[config.mk]
export PLATFORM = sky130hd
export DESIGN_NAME = data_bus_sync
export DESIGN_NICKNAME = d
export VERILOG_FILES = /design/src/rtl/data_bus_sync_pkg.sv /design/src/rtl/data_bus_sync_bit_sync.sv /design/src/rtl/data_bus_sync.sv
export SDC_FILE = /design/constraint.sdc
export NUM_CORES = 1
export LEC_CHECK = 0
export BUFFER_PORTS_ARGS = -buffer_cell sky130_fd_sc_hd__buf_2
export CAP_MARGIN = 20
export CORE_AREA = 10 10 47 49
export DETAILED_ROUTE_END_ITERATION = 16
export DIE_AREA = 0 0 57 59
export PLACE_DENSITY_LB_ADDON = 0.05
export SLEW_MARGIN = 20
export SYNTH_ARGS = -nofsm -noshare
export SYNTH_HDL_FRONTEND = slang
export SYNTH_SLANG_ARGS = --single-unit
[constraint.sdc]
create_clock -name dest_clk -period 1.5 [get_ports dest_clk]
set_input_delay 0.15 -clock dest_clk [delete_from_list [all_inputs] [get_ports dest_clk]]
set_output_delay 0.15 -clock dest_clk [all_outputs]
set_load 0.01 [all_outputs]
[src/rtl/data_bus_sync_pkg.sv]
// Shared defaults for the clock-domain-crossing blocks.
// Other synchronizers can import these so that one edit changes every default.
package data_bus_sync_pkg;

  localparam int BUS_WIDTH_DEF  = 8;
  localparam int NUM_STAGES_DEF = 2;
  localparam int NUM_STAGES_MIN = 2;

endpackage

[src/rtl/data_bus_sync_bit_sync.sv]
// Single-bit multi-flop synchronizer with asynchronous active-high reset.
// Reusable wherever a level signal crosses into the local clock domain.
module bit_sync
  import data_bus_sync_pkg::*;
#(
  parameter int NUM_STAGES = NUM_STAGES_DEF
) (
  input  logic i_clk,
  input  logic i_rst,
  input  logic i_d,
  output logic o_q
);

  generate
    if (NUM_STAGES < NUM_STAGES_MIN) begin : g_bad_stages
      $error("bit_sync: NUM_STAGES must be at least 2");
    end
  endgenerate

  logic [NUM_STAGES-1:0] r_sync;

  // Stage 0 is the only flop allowed to go metastable; later stages give it time to settle.
  always_ff @(posedge i_clk or posedge i_rst) begin
    if (i_rst) begin
      r_sync <= '0;
    end else begin
      r_sync <= {r_sync[NUM_STAGES-2:0], i_d};
    end
  end

  assign o_q = r_sync[NUM_STAGES-1];

endmodule

[src/rtl/data_bus_sync.sv]
// Multi-cycle-path bus synchronizer: only bus_enable is synchronized; its rising
// edge loads the (by then stable) foreign bus and is reported as enable_pulse.
module data_bus_sync
  import data_bus_sync_pkg::*;
#(
  parameter int BUS_WIDTH  = BUS_WIDTH_DEF,
  parameter int NUM_STAGES = NUM_STAGES_DEF
) (
  input  logic                 dest_clk,
  input  logic                 dest_rst,
  input  logic                 bus_enable,
  input  logic [BUS_WIDTH-1:0] unsync_bus,
  output logic [BUS_WIDTH-1:0] sync_bus,
  output logic                 enable_pulse
);

  logic                 w_sync_en;
  logic                 w_pulse;
  logic                 r_pg;
  logic [BUS_WIDTH-1:0] r_sync_bus;
  logic                 r_enable_pulse;

  bit_sync #(
    .NUM_STAGES(NUM_STAGES)
  ) u_en_sync (
    .i_clk(dest_clk),
    .i_rst(dest_rst),
    .i_d  (bus_enable),
    .o_q  (w_sync_en)
  );

  // One pulse per rising edge of the synchronized enable, however long it stays high.
  assign w_pulse = w_sync_en & ~r_pg;

  always_ff @(posedge dest_clk or posedge dest_rst) begin
    if (dest_rst) begin
      r_pg           <= 1'b0;
      r_sync_bus     <= '0;
      r_enable_pulse <= 1'b0;
    end else begin
      r_pg           <= w_sync_en;
      r_enable_pulse <= w_pulse;
      if (w_pulse) begin
        r_sync_bus <= unsync_bus;
      end
    end
  end

  assign sync_bus     = r_sync_bus;
  assign enable_pulse = r_enable_pulse;

endmodule

Word-level counts from Yosys, hierarchy flattened
Index checks and enable logic that the tools add are counted.

$add $sub $neg: 0. Multipliers: 0. Div/mod/pow operators: 0. $lt $le $gt $ge: 0. Eq/ne operators: 0. Shift-type cells: 0. Multiplexer cells: 0. Bitwise operators: 2. Reductions and logical operators: 0.

Operators by type and width (count): 1-bit bitwise AND (1); 1-bit NOT (1).

Flip-flop bits (word level): 12. Latch bits: 0. Memory bits (writable): 0. Bits in read-only memories: 0. Input port bits: 11. Output and inout bits: 9. Word-level logic and storage cells: 6. Memories: 0.

Logic depth before layout (Yosys ltp)
Depth in word-level cells: 2. Gate-level depth with buffers: 3. Mapped depth without buffers: 2.

Cells and area by module
Synthesis repeated with hierarchy kept, for this count alone.

Cells, all modules: 24. Area total of the unflattened synthesis: 461.7 um^2.

By module, submodules not included: data_bus_sync (times used 1, cells an instance 21, area an instance 407.9 um^2, seq. area each 250.2 um^2); bit_sync (times used 1, cells an instance 3, area an instance 53.8 um^2, seq. area each 50.0 um^2).

Least setup slack after synthesis
OpenSTA, ideal clock, no wires.

Path type: reg-to-reg. Start: reg r_pg. End: reg r_sync_bus[0], in the netlist sync_bus[0]. Setup time: 0.125 ns. Arrival: 0.918 ns. Required time: 1.375 ns. Path slack: 0.457 ns. Stages on the path, launching flop included: 4. Buffers on the path: 1. Clock period less this slack: 1.043 ns. Cell sequence: dfrtp_1 -> nor2b_4 -> buf_12 -> mux2_4.

Word-level cells in the longest chain between the ends: 2.

RTL lines: from (decl) (RTL line data_bus_sync.sv:19) `logic r_pg;`; from (signal assigned) (RTL line data_bus_sync.sv:41) `r_pg <= w_sync_en;`; 1-bit NOT (RTL line data_bus_sync.sv:33) `assign w_pulse = w_sync_en & ~r_pg;`; 1-bit bitwise AND (RTL line data_bus_sync.sv:33); net w_pulse (RTL line data_bus_sync.sv:18) `logic w_pulse;`; to (signal assigned) (RTL line data_bus_sync.sv:44) `r_sync_bus <= unsync_bus;`; to (decl) (RTL line data_bus_sync.sv:20) `logic [BUS_WIDTH-1:0] r_sync_bus;`.

The timed path passes the listed nets, and every way through them passes these cells. A chain may end at the register's enable or synchronous reset.

Worst setup path in the final report
Start: reg r_pg. End: reg r_sync_bus[1], in the netlist sync_bus[1].

Word-level cells in the longest chain between the ends: 2.

RTL lines (RTL line): 1-bit NOT (data_bus_sync.sv:33); 1-bit bitwise AND (data_bus_sync.sv:33).

No other way between the ends.

==> flow_summary.ini <==
[finish]
diodes = 0
design_area_um2 = 595.6
areaGrowthSynthToFinish_pct = 30.05
drive_above_1_share_pct = 67.39
fin_nets = 59
final_cells = 62

[min_path]
hold_end = sync_bus[7]
hold_path_class = in -> reg
whs_path_depth = 2
min-delay-start = unsync_bus[7]

[sta]
slew-limit-headroom_pct = 70.75
finalCritPeriodShare_pct = 78.41
timing_worst_slew_pin_value_ps = 438.3
skew_ps = 0.8180
fin_crit_ps = 1176
holdWs_ps = 115.6
fin_tns_setup_ps = 0
rsz0062_at_grt = false
drv_slew = 0
timing.final.hold_violations = 0
finalWorstSetupSlack_ps = 323.9
setup_viol = 0
max_freq_mhz = 850.2

[clock_tree]
cts_tree = built
ctsLongestPathBuffers = 2
clk_latency_ps = 260
cts.sinks = 12
htreeDepth = 1
numCtsBuffers = 3
root_buffer = clkbuf_4
cts.clk_slew.worst_paths_ps = 70

[detailed_routing]
routed.top_layer = met3
wl_met3_um = 80
drt_iter0_drc = 0
drc = 0
ant_nets = 0
post_drt_via_cell_ratio = 4.290
routed_wirelength_um = 898
dr.pass1.iters = 1
wl_per_cell_um = 14.48
routed-via-count = 266
wl_met1_um = 392
wl_met2_um = 424

[grt]
antenna_found_initial = 0
grt_pass1_vias = 342
grt_pass1_wl_mm = 1.538
gr-total-overflow = 0
grt_max_degree = 13
track_usage_pct = 6.059

[setup_path]
slowest_stage = dfrtp_1
rrSetupSlack_ps = 320
reg2regPathDepth = 2
worstPathCellList = nor2b_4, mux2_4
path_class = reg -> reg
arrival_ps = 1320
critPathCaptureType = flop
reg2reg_from = r_pg
crit_fanout = 9
crit_path_start_kind = flop
cp_slowest_stage_delay_ps = 400
r2r_end = sync_bus[1]
required_ps = 1650

[floorplanning]
die_w_um = 57
die_y_um = 59
io_pins = 20
initial_core_util_pct = 32.68
core_mm2 = 0.001401
num_rows = 14
dieArea_mm2 = 0.003363

[place]
routabilityCongestion = 0.6404
dp_slack_ps = 321.8
dp.cells = 57
port_buffers = 19
postPlaceCellArea_um2 = 553.0

[pwr]
p_sw_share_pct = 23.51
clkPwrFrac_pct = 26.2
seqPwrFrac_pct = 54.4
irDropWorstVdd_mv = 0.5779
p_comb_share_pct = 19.4
power.net_switching_mw = 0.1642
p_int_mw = 0.5343
power_density_mw_per_mm2 = 1173
static-leakage-power_nw = 0.3122

[synthesis]
syn_inst = 23
synth.distinct_cells = 5
yosys_warnings = 0
synth_nets = 34
syn_area_um2 = 457.9
yosysTopAreaCell = dfrtp_1
synth_top_area_share_pct = 65.57
postSynthAreaPerCell_um2 = 19.91
synth_seq_cells = 12
synth-seq-area-share_pct = 65.57
ys_top_cells_by_area = dfrtp_1 (66%), mux2_4 (26%), buf_12 (4.4%)

[run]
cap_violations = 0

[outcome]
status = finished clean
[power by group through the flow]
stage / registers (mW) / clock network (mW) / logic [mW]
6_report: 0.380 / 0.183 / 0.136
5_1_grt: 0.386 / 0.205 / 0.148
4_1_cts: 0.381 / 0.193 / 0.140
3_5_place_dp: 0.386 / 0 / 0.136
3_3_place_gp: 0.384 / 0 / 0.133
2_1_floorplan: 0.401 / 0 / 0.0673
[cells in the mapped netlist]
cell type,number
buf_12,1
dfrtp_1,12
nor2b_4,1
inv_1,1
mux2_4,8
[layout make-up]
cell class / instances / area (um2)
Inverter: 1 / 3.754
Sequential cell: 12 / 300.3
Timing Repair Buffer: 21 / 115.1
Multi-Input combinational cell: 9 / 133.9
Tap cell: 16 / 20.02
Clock buffer: 3 / 22.52
Fill cell: 140 / 805.8
[cells in the final DEF, fill, tap and decap left out]
cell            n
buf_2          19
dfrtp_1        12
inv_1           1
dlygate4sd3_1   2
clkbuf_4        3
nor2b_4         1
mux2_4          8
[layer usage]
| metal | up-vias | GRT usage [%] |
|---|---|---|
| li1 | 122 | - |
| met1 | 131 | 6.326 |
| met2 | 13 | 8.992 |
| met3 | 0 | 3.648 |
| met4 | 0 | 4.027 |
| met5 | - | 0 |
[worst max-delay path, delay by kind of cell, from the launching register on]
kind	cells	cell delay [ps]
DFF	1	400
muxes	1	340
and+or+nand+nor	1	330
[how the worst max path moves through the flow]
| stage | startpoint | to | slack [ps] | cells past startpoint |
|---|---|---|---|---|
| 6_report | r_pg | sync_bus[1] | 320 | 2 |
| 3_5_place_dp | r_pg | sync_bus[1] | 320 | 2 |
| 4_1_cts | r_pg | sync_bus[4] | 320 | 2 |
| 3_3_place_gp | r_pg | sync_bus[6] | 360 | 2 |
| 2_1_floorplan | r_pg | sync_bus[0] | 460 | 3 |
| 5_1_grt | r_pg | sync_bus[0] | 280 | 2 |
[sequential cells by signal, indices dropped and copies added, names as in the netlist]
register	flops
enable_pulse	1
r_pg	1
u_en_sync.r_sync	2
sync_bus	8
[what timing repair did]
item                      in CTS  in global routing
buffers inserted               0                  0
hold buffers                   2                  0
hold endpoints to repair      13                  0
gates resized for setup        0                  0
[cells by family after synthesis]
family | count (synthesis) | share of synthesized area, %
DFF | 12 | 65.57
and+or+nand+nor | 1 | 3.005
buffers and inverters | 2 | 5.191
muxes | 8 | 26.23
[stage by stage]
step,util (%),power [mW]
after floorplan,-,0.4684
after global placement,39.46,0.5171
after detailed placement,39.46,0.5217
after CTS,42.50,0.7132
after global routing,42.50,0.7389
final,42.50,0.6985
Power figures use the tool's default switching activity.
